`src/rtl/frame_strobe_ctrl.sv`:
```
// rtl/frame_strobe_ctrl.sv - per-column configuration frame loader driving FrameData and a one-hot FrameStrobe pulse
//
// Ports:
//   UserCLK      configuration/fabric clock, rising edge
//   resetn       asynchronous active-low reset
//   s_data       stream word (header or row data)
//   s_valid      s_data valid
//   s_ready      word accepted when s_valid & s_ready at UserCLK rise
//   FrameData    row r at [r*FrameBitsPerRow +: FrameBitsPerRow]
//   FrameStrobe  one-hot strobe for the addressed frame, otherwise zero
//   busy         high while loading rows or strobing
//   err          sticky bad-header flag, cleared only by reset
module frame_strobe_ctrl #(
    parameter int MaxFramesPerCol = 36,
    parameter int FrameBitsPerRow = 32,
    parameter int NumRows         = 16,
    parameter int ColumnIndex     = 0,
    parameter int StrobeCycles    = 2
) (
    input  logic                                 UserCLK,
    input  logic                                 resetn,
    input  logic [FrameBitsPerRow-1:0]           s_data,
    input  logic                                 s_valid,
    output logic                                 s_ready,
    output logic [NumRows*FrameBitsPerRow-1:0]   FrameData,
    output logic [MaxFramesPerCol-1:0]           FrameStrobe,
    output logic                                 busy,
    output logic                                 err
);

    localparam int ROW_W = (NumRows > 1) ? $clog2(NumRows) : 1;
    localparam int FRM_W = (MaxFramesPerCol > 1) ? $clog2(MaxFramesPerCol) : 1;
    localparam logic [MaxFramesPerCol-1:0] STRB_ONE = MaxFramesPerCol'(1);

    typedef enum logic [1:0] {
        IDLE   = 2'd0,
        LOAD   = 2'd1,
        STROBE = 2'd2
    } state_t;

    state_t             state;
    state_t             state_next;
    logic [FRM_W-1:0]   frame_idx;
    logic               match;
    logic [ROW_W-1:0]   row_cnt;
    logic [3:0]         strb_cnt;

    logic               xfer;
    logic               hdr_ok;
    logic               hdr_bad;
    logic               last_row;
    logic               last_strb;

    always_comb begin
        state_next = state;
        s_ready    = (state != STROBE);
        xfer       = s_valid && (state != STROBE);
        hdr_ok     = 1'b0;
        hdr_bad    = 1'b0;
        last_row   = (row_cnt == ROW_W'(NumRows - 1));
        last_strb  = (strb_cnt == 4'(StrobeCycles - 1));
        case (state)
            IDLE: begin
                if (xfer) begin
                    // Sync byte must match and the frame index must name a real strobe line.
                    if ((s_data[31:24] == 8'hA5) &&
                        ({24'd0, s_data[7:0]} < 32'(MaxFramesPerCol))) begin
                        hdr_ok     = 1'b1;
                        state_next = LOAD;
                    end else begin
                        hdr_bad = 1'b1;
                    end
                end
            end
            LOAD: begin
                if (xfer && last_row) begin
                    state_next = match ? STROBE : IDLE;
                end
            end
            STROBE: begin
                if (last_strb) begin
                    state_next = IDLE;
                end
            end
            default: state_next = IDLE;
        endcase
    end

    always_ff @(posedge UserCLK or negedge resetn) begin
        if (!resetn) begin
            state       <= IDLE;
            frame_idx   <= '0;
            match       <= 1'b0;
            row_cnt     <= '0;
            strb_cnt    <= '0;
            FrameData   <= '0;
            FrameStrobe <= '0;
            busy        <= 1'b0;
            err         <= 1'b0;
        end else begin
            state <= state_next;
            busy  <= (state_next != IDLE);

            if (hdr_bad) begin
                err <= 1'b1;
            end

            if (hdr_ok) begin
                frame_idx <= s_data[FRM_W-1:0];
                match     <= (s_data[15:8] == 8'(ColumnIndex));
                row_cnt   <= '0;
            end

            if ((state == LOAD) && xfer) begin
                row_cnt <= row_cnt + 1'b1;
                if (match) begin
                    for (int r = 0; r < NumRows; r++) begin
                        if (row_cnt == ROW_W'(r)) begin
                            FrameData[r*FrameBitsPerRow +: FrameBitsPerRow] <= s_data;
                        end
                    end
                end
            end

            // Strobe launches on the same edge that takes the last row so it
            // is visible immediately after the final data transfer.
            if ((state == LOAD) && (state_next == STROBE)) begin
                FrameStrobe <= STRB_ONE << frame_idx;
                strb_cnt    <= '0;
            end else if (state == STROBE) begin
                strb_cnt <= strb_cnt + 1'b1;
                if (last_strb) begin
                    FrameStrobe <= '0;
                end
            end
        end
    end

endmodule

```
`config.mk`:
```
export PLATFORM = sky130hd
export DESIGN_NAME = frame_strobe_ctrl
export DESIGN_NICKNAME = d
export VERILOG_FILES = /design/src/rtl/frame_strobe_ctrl.sv
export SDC_FILE = /design/constraint.sdc
export NUM_CORES = 1
export LEC_CHECK = 0
export CAP_MARGIN = 15
export CORE_AREA = 2 2 229 231
export CTS_BUF_LIST = sky130_fd_sc_hd__clkbuf_2
export DETAILED_ROUTE_END_ITERATION = 10
export DIE_AREA = 0 0 231 233
export GPL_TIMING_DRIVEN = 1
export PLACE_DENSITY_LB_ADDON = 0.08
export SYNTH_ARGS = -nofsm -noshare
export SYNTH_HDL_FRONTEND = slang
export SYNTH_SLANG_ARGS = --single-unit
```
`constraint.sdc`:
```
create_clock -name UserCLK -period 3.9 [get_ports UserCLK]
set_input_delay 0.975 -clock UserCLK [delete_from_list [all_inputs] [get_ports UserCLK]]
set_output_delay 0.975 -clock UserCLK [all_outputs]
set_load 0.01 [all_outputs]
```
==> results.sh <==
export IMPL_outcome="completed"
export IMPL_die_h_um=233
export IMPL_synth_common_cells="567 x dfrtp_1, 448 x mux2_2, 115 x nand2_1"
export IMPL_worstPathArrival_ns=2.62
export IMPL_clk_pin_slew_ns=0.11
export IMPL_yosys_area_share_simple_pct=3.393
export IMPL_drc=0
export IMPL_maxCapViolations=0
export IMPL_clock_skew_ns=0.05812
export IMPL_critPathCaptureType="primary output"
export IMPL_worstReg2RegEnd="FrameData[385]"
export IMPL_final_area_sq_um=29710
export IMPL_ir_drop_mv=0.4688
export IMPL_synth_warnings=0
export IMPL_h_tree_depth=4
export IMPL_syn_to_final_growth_pct=38.21
export IMPL_dr_pass1_iters=4
export IMPL_wire_per_inst_um=24.35
export IMPL_synthXorXnorAreaFrac_pct=0.1630
export IMPL_timing_rr_start="state[1]"
export IMPL_r2r_cells=5
export IMPL_pre_cts_ws_ns=0.5246
export IMPL_setup_violations_final=0
export IMPL_crit_slowest_cell="clkdlybuf4s50_1"
export IMPL_start_util_pct=42.07
export IMPL_synth_edff_count=0
export IMPL_yosysSeqAreaShare_pct=66.01
export IMPL_relSlewSlack_pct=24.56
export IMPL_boundaryPins=586
export IMPL_tightest_slew_ns=1.132
export IMPL_synth_compound_area_share_pct=2.258
export IMPL_ys_ff_latch=567
export IMPL_cts_buffers=149
export IMPL_muxShareOfSynthArea_pct=25.51
export IMPL_r2r_slack_ns=1.49
export IMPL_placeableCoreArea_sq_um=51090
export IMPL_grt_max_degree=96
export IMPL_fin_crit_ns=3.596
export IMPL_tns_ns=0
export IMPL_syn_inst=1383
export IMPL_start_kind="flip-flop"
export IMPL_worst_slack_ns=0.3040
export IMPL_synth_top_area_share_pct=66.01
export IMPL_fp_dieArea_sq_um=53820
export IMPL_grt_first_pass_wirelength_um=102400
export IMPL_clk_latency_ns=1.36
export IMPL_hold_violations=0
export IMPL_worst_setup_path_type="flip-flop to primary output"
export IMPL_grt_overflow_total=0
export IMPL_cp_required_ns=2.92
export IMPL_hpwlAfterDp_um=48160
export IMPL_avgSynthCellArea_sq_um=15.54
export IMPL_place_area_sq_um=28330
export IMPL_hold_ws_ns=0.2680
export IMPL_slew_violations=0
export IMPL_die_w_um=231
export IMPL_synth_main_ff_cell="dfrtp_1"
export IMPL_drive_gt1_share_pct=35.15
export IMPL_synth_area_sq_um=21500
export IMPL_yosysMostFrequentCell="dfrtp_1"
export IMPL_routed_top_layer="met4"
export IMPL_path_max_fanout=9
export IMPL_nNetsFinal=2114
export IMPL_synth_cell_types=43
export IMPL_cts_num_sinks=567
export IMPL_grt_antenna_before_repair=4
export IMPL_dr_wl_met2_um=32870
export IMPL_p_per_area_nw_per_um2=777.7
export IMPL_max_clock_freq_mhz=278.1
export IMPL_fin_util_pct=58.14
export IMPL_routabilityCongestion=0.8224
export IMPL_row_count=83
export IMPL_min_path_type="primary input to asynchronous set/reset pin"
export IMPL_synth_top_family_by_area="multiplexers"
export IMPL_critPathMaxStageDelay_ns=0.59
export IMPL_drt_total_wl_um=69630
export IMPL_yosys_area_share_adder_pct=0.3492
export IMPL_portBuffers=585
export IMPL_drtAntennaViolNets=0
export IMPL_grt_usage_pct=26.25
export IMPL_wl_met1_um=27510
export IMPL_yosysTopAreaCell="dfrtp_1"
export IMPL_tritoncts="yes"
export IMPL_syn_nets=1424
export IMPL_route_met3_wl_um=6400
export IMPL_async_reset_ff_share_pct=100.0
export IMPL_crit_path_cell_trace="nor2b_4 > inv_1 > clkdlybuf4s50_1"
export IMPL_finalCritPeriodShare_pct=92.20
export IMPL_root_buffer="clkbuf_2"
export IMPL_grt_pass1_vias=15340
export IMPL_cts_max_path_buffers=3
export IMPL_grt_setup_unrepaired="no"
export IMPL_vias_per_cell=4.995
export IMPL_synth_top_cells_by_area="dfrtp_1 66%, mux2_2 23%, nand2_1 2.0%"
export IMPL_p_leak_nw=13.99
export IMPL_drtIter0Drc=538
export IMPL_via_count=14280
[layer usage]
layer	vias to the layer above	global-route usage [%]
li1	6296	-
met1	7365	31.69
met2	499	40.17
met3	122	11.30
met4	0	13.23
met5	-	0
[worst max-delay path: cells and delay by family (launching register included)]
kind,cells,cell delay (ns)
DFF,1,0.48
and+or+nand+nor,1,0.17
buffers and inverters,2,0.65
[worst max-delay path by stage]
stage	startpoint	to	cells after the start
4_1_cts	state[1]	s_ready	3
3_5_place_dp	s_valid	FrameData[404]	6
3_3_place_gp	s_valid	FrameData[400]	6
5_1_grt	state[1]	s_ready	3
6_report	state[1]	s_ready	3
2_1_floorplan	s_data[4]	frame_idx[0]	6
[stage by stage]
stage               instances  power, W
finish                   2859   0.02310
CTS                      2851   0.02341
global placement         2599   0.01896
detailed placement       2599   0.01914
global route             2857   0.02440
floorplan                1383   0.01286
[power by group]
part | internal [W] | total, W | switching (W)
clock | 0.00175 | 0.00415 | 0.00240
sequential | 0.00822 | 0.00951 | 0.00129
combinational | 0.00561 | 0.00944 | 0.00384
[cells by family after synthesis]
logic type | after synthesis
xor+xnor | 4
simple gates | 160
buf+inv | 108
mux | 487
compound gates | 51
flops | 567
fa+ha+maj | 6
[what timing repair did]
action / 4_1_cts / 5_1_grt
hold buffers: 2 / 0
endpoints found under the setup margin: 1 / 0
setup buffers: 1 / 0
resized for setup: 2 / 0
endpoints found under the hold margin: 354 / 0
[cell usage in the layout (no fill, tap or decap), types with 2 or more instances in the layout]
cell type | Yosys | layout
a21oi_1 | 3 | 3
and3_1 | 4 | 4
buf_12 | 0 | 14
buf_4 | 4 | 37
bufinv_16 | 0 | 4
clkbuf_2 | 0 | 220
clkdlybuf4s50_1 | 0 | 584
clkinv_1 | 0 | 17
clkinv_2 | 0 | 3
dfrtp_1 | 567 | 567
diode_2 | 0 | 8
dlygate4sd3_1 | 0 | 2
ha_1 | 6 | 6
inv_1 | 9 | 9
inv_2 | 0 | 4
mux2_1 | 38 | 38
mux2_2 | 448 | 448
nand2_1 | 115 | 100
nand2_2 | 0 | 15
nand3_1 | 4 | 4
nand3b_1 | 5 | 5
nand4_1 | 3 | 3
nor2_1 | 12 | 12
nor4_1 | 2 | 2
nor4bb_1 | 2 | 2
o2bb2ai_1 | 28 | 28
o2bb2ai_2 | 8 | 8
o31ai_1 | 2 | 2
or3b_2 | 3 | 3
or4b_1 | 2 | 2
xor2_1 | 3 | 3
[layout make-up]
type | instances | area, sq um
Clock buffer | 220 | 1101
Sequential cell | 567 | 14190
Antenna cell | 8 | 20.02
Tap cell | 680 | 850.8
Multi-Input combinational cell | 708 | 6854
Inverter | 9 | 33.78
Fill cell | 4297 | 21390
Timing Repair Buffer | 638 | 6439
Clock inverter | 29 | 221.5
[sequential cells by signal (all words and copies together), names as in the netlist]
register	cells
frame_idx	6
row_cnt	4
strb_cnt	4
FrameData	512
state	2
FrameStrobe	36
match	1
busy	1
err	1
(Power assumes the default switching activity.)
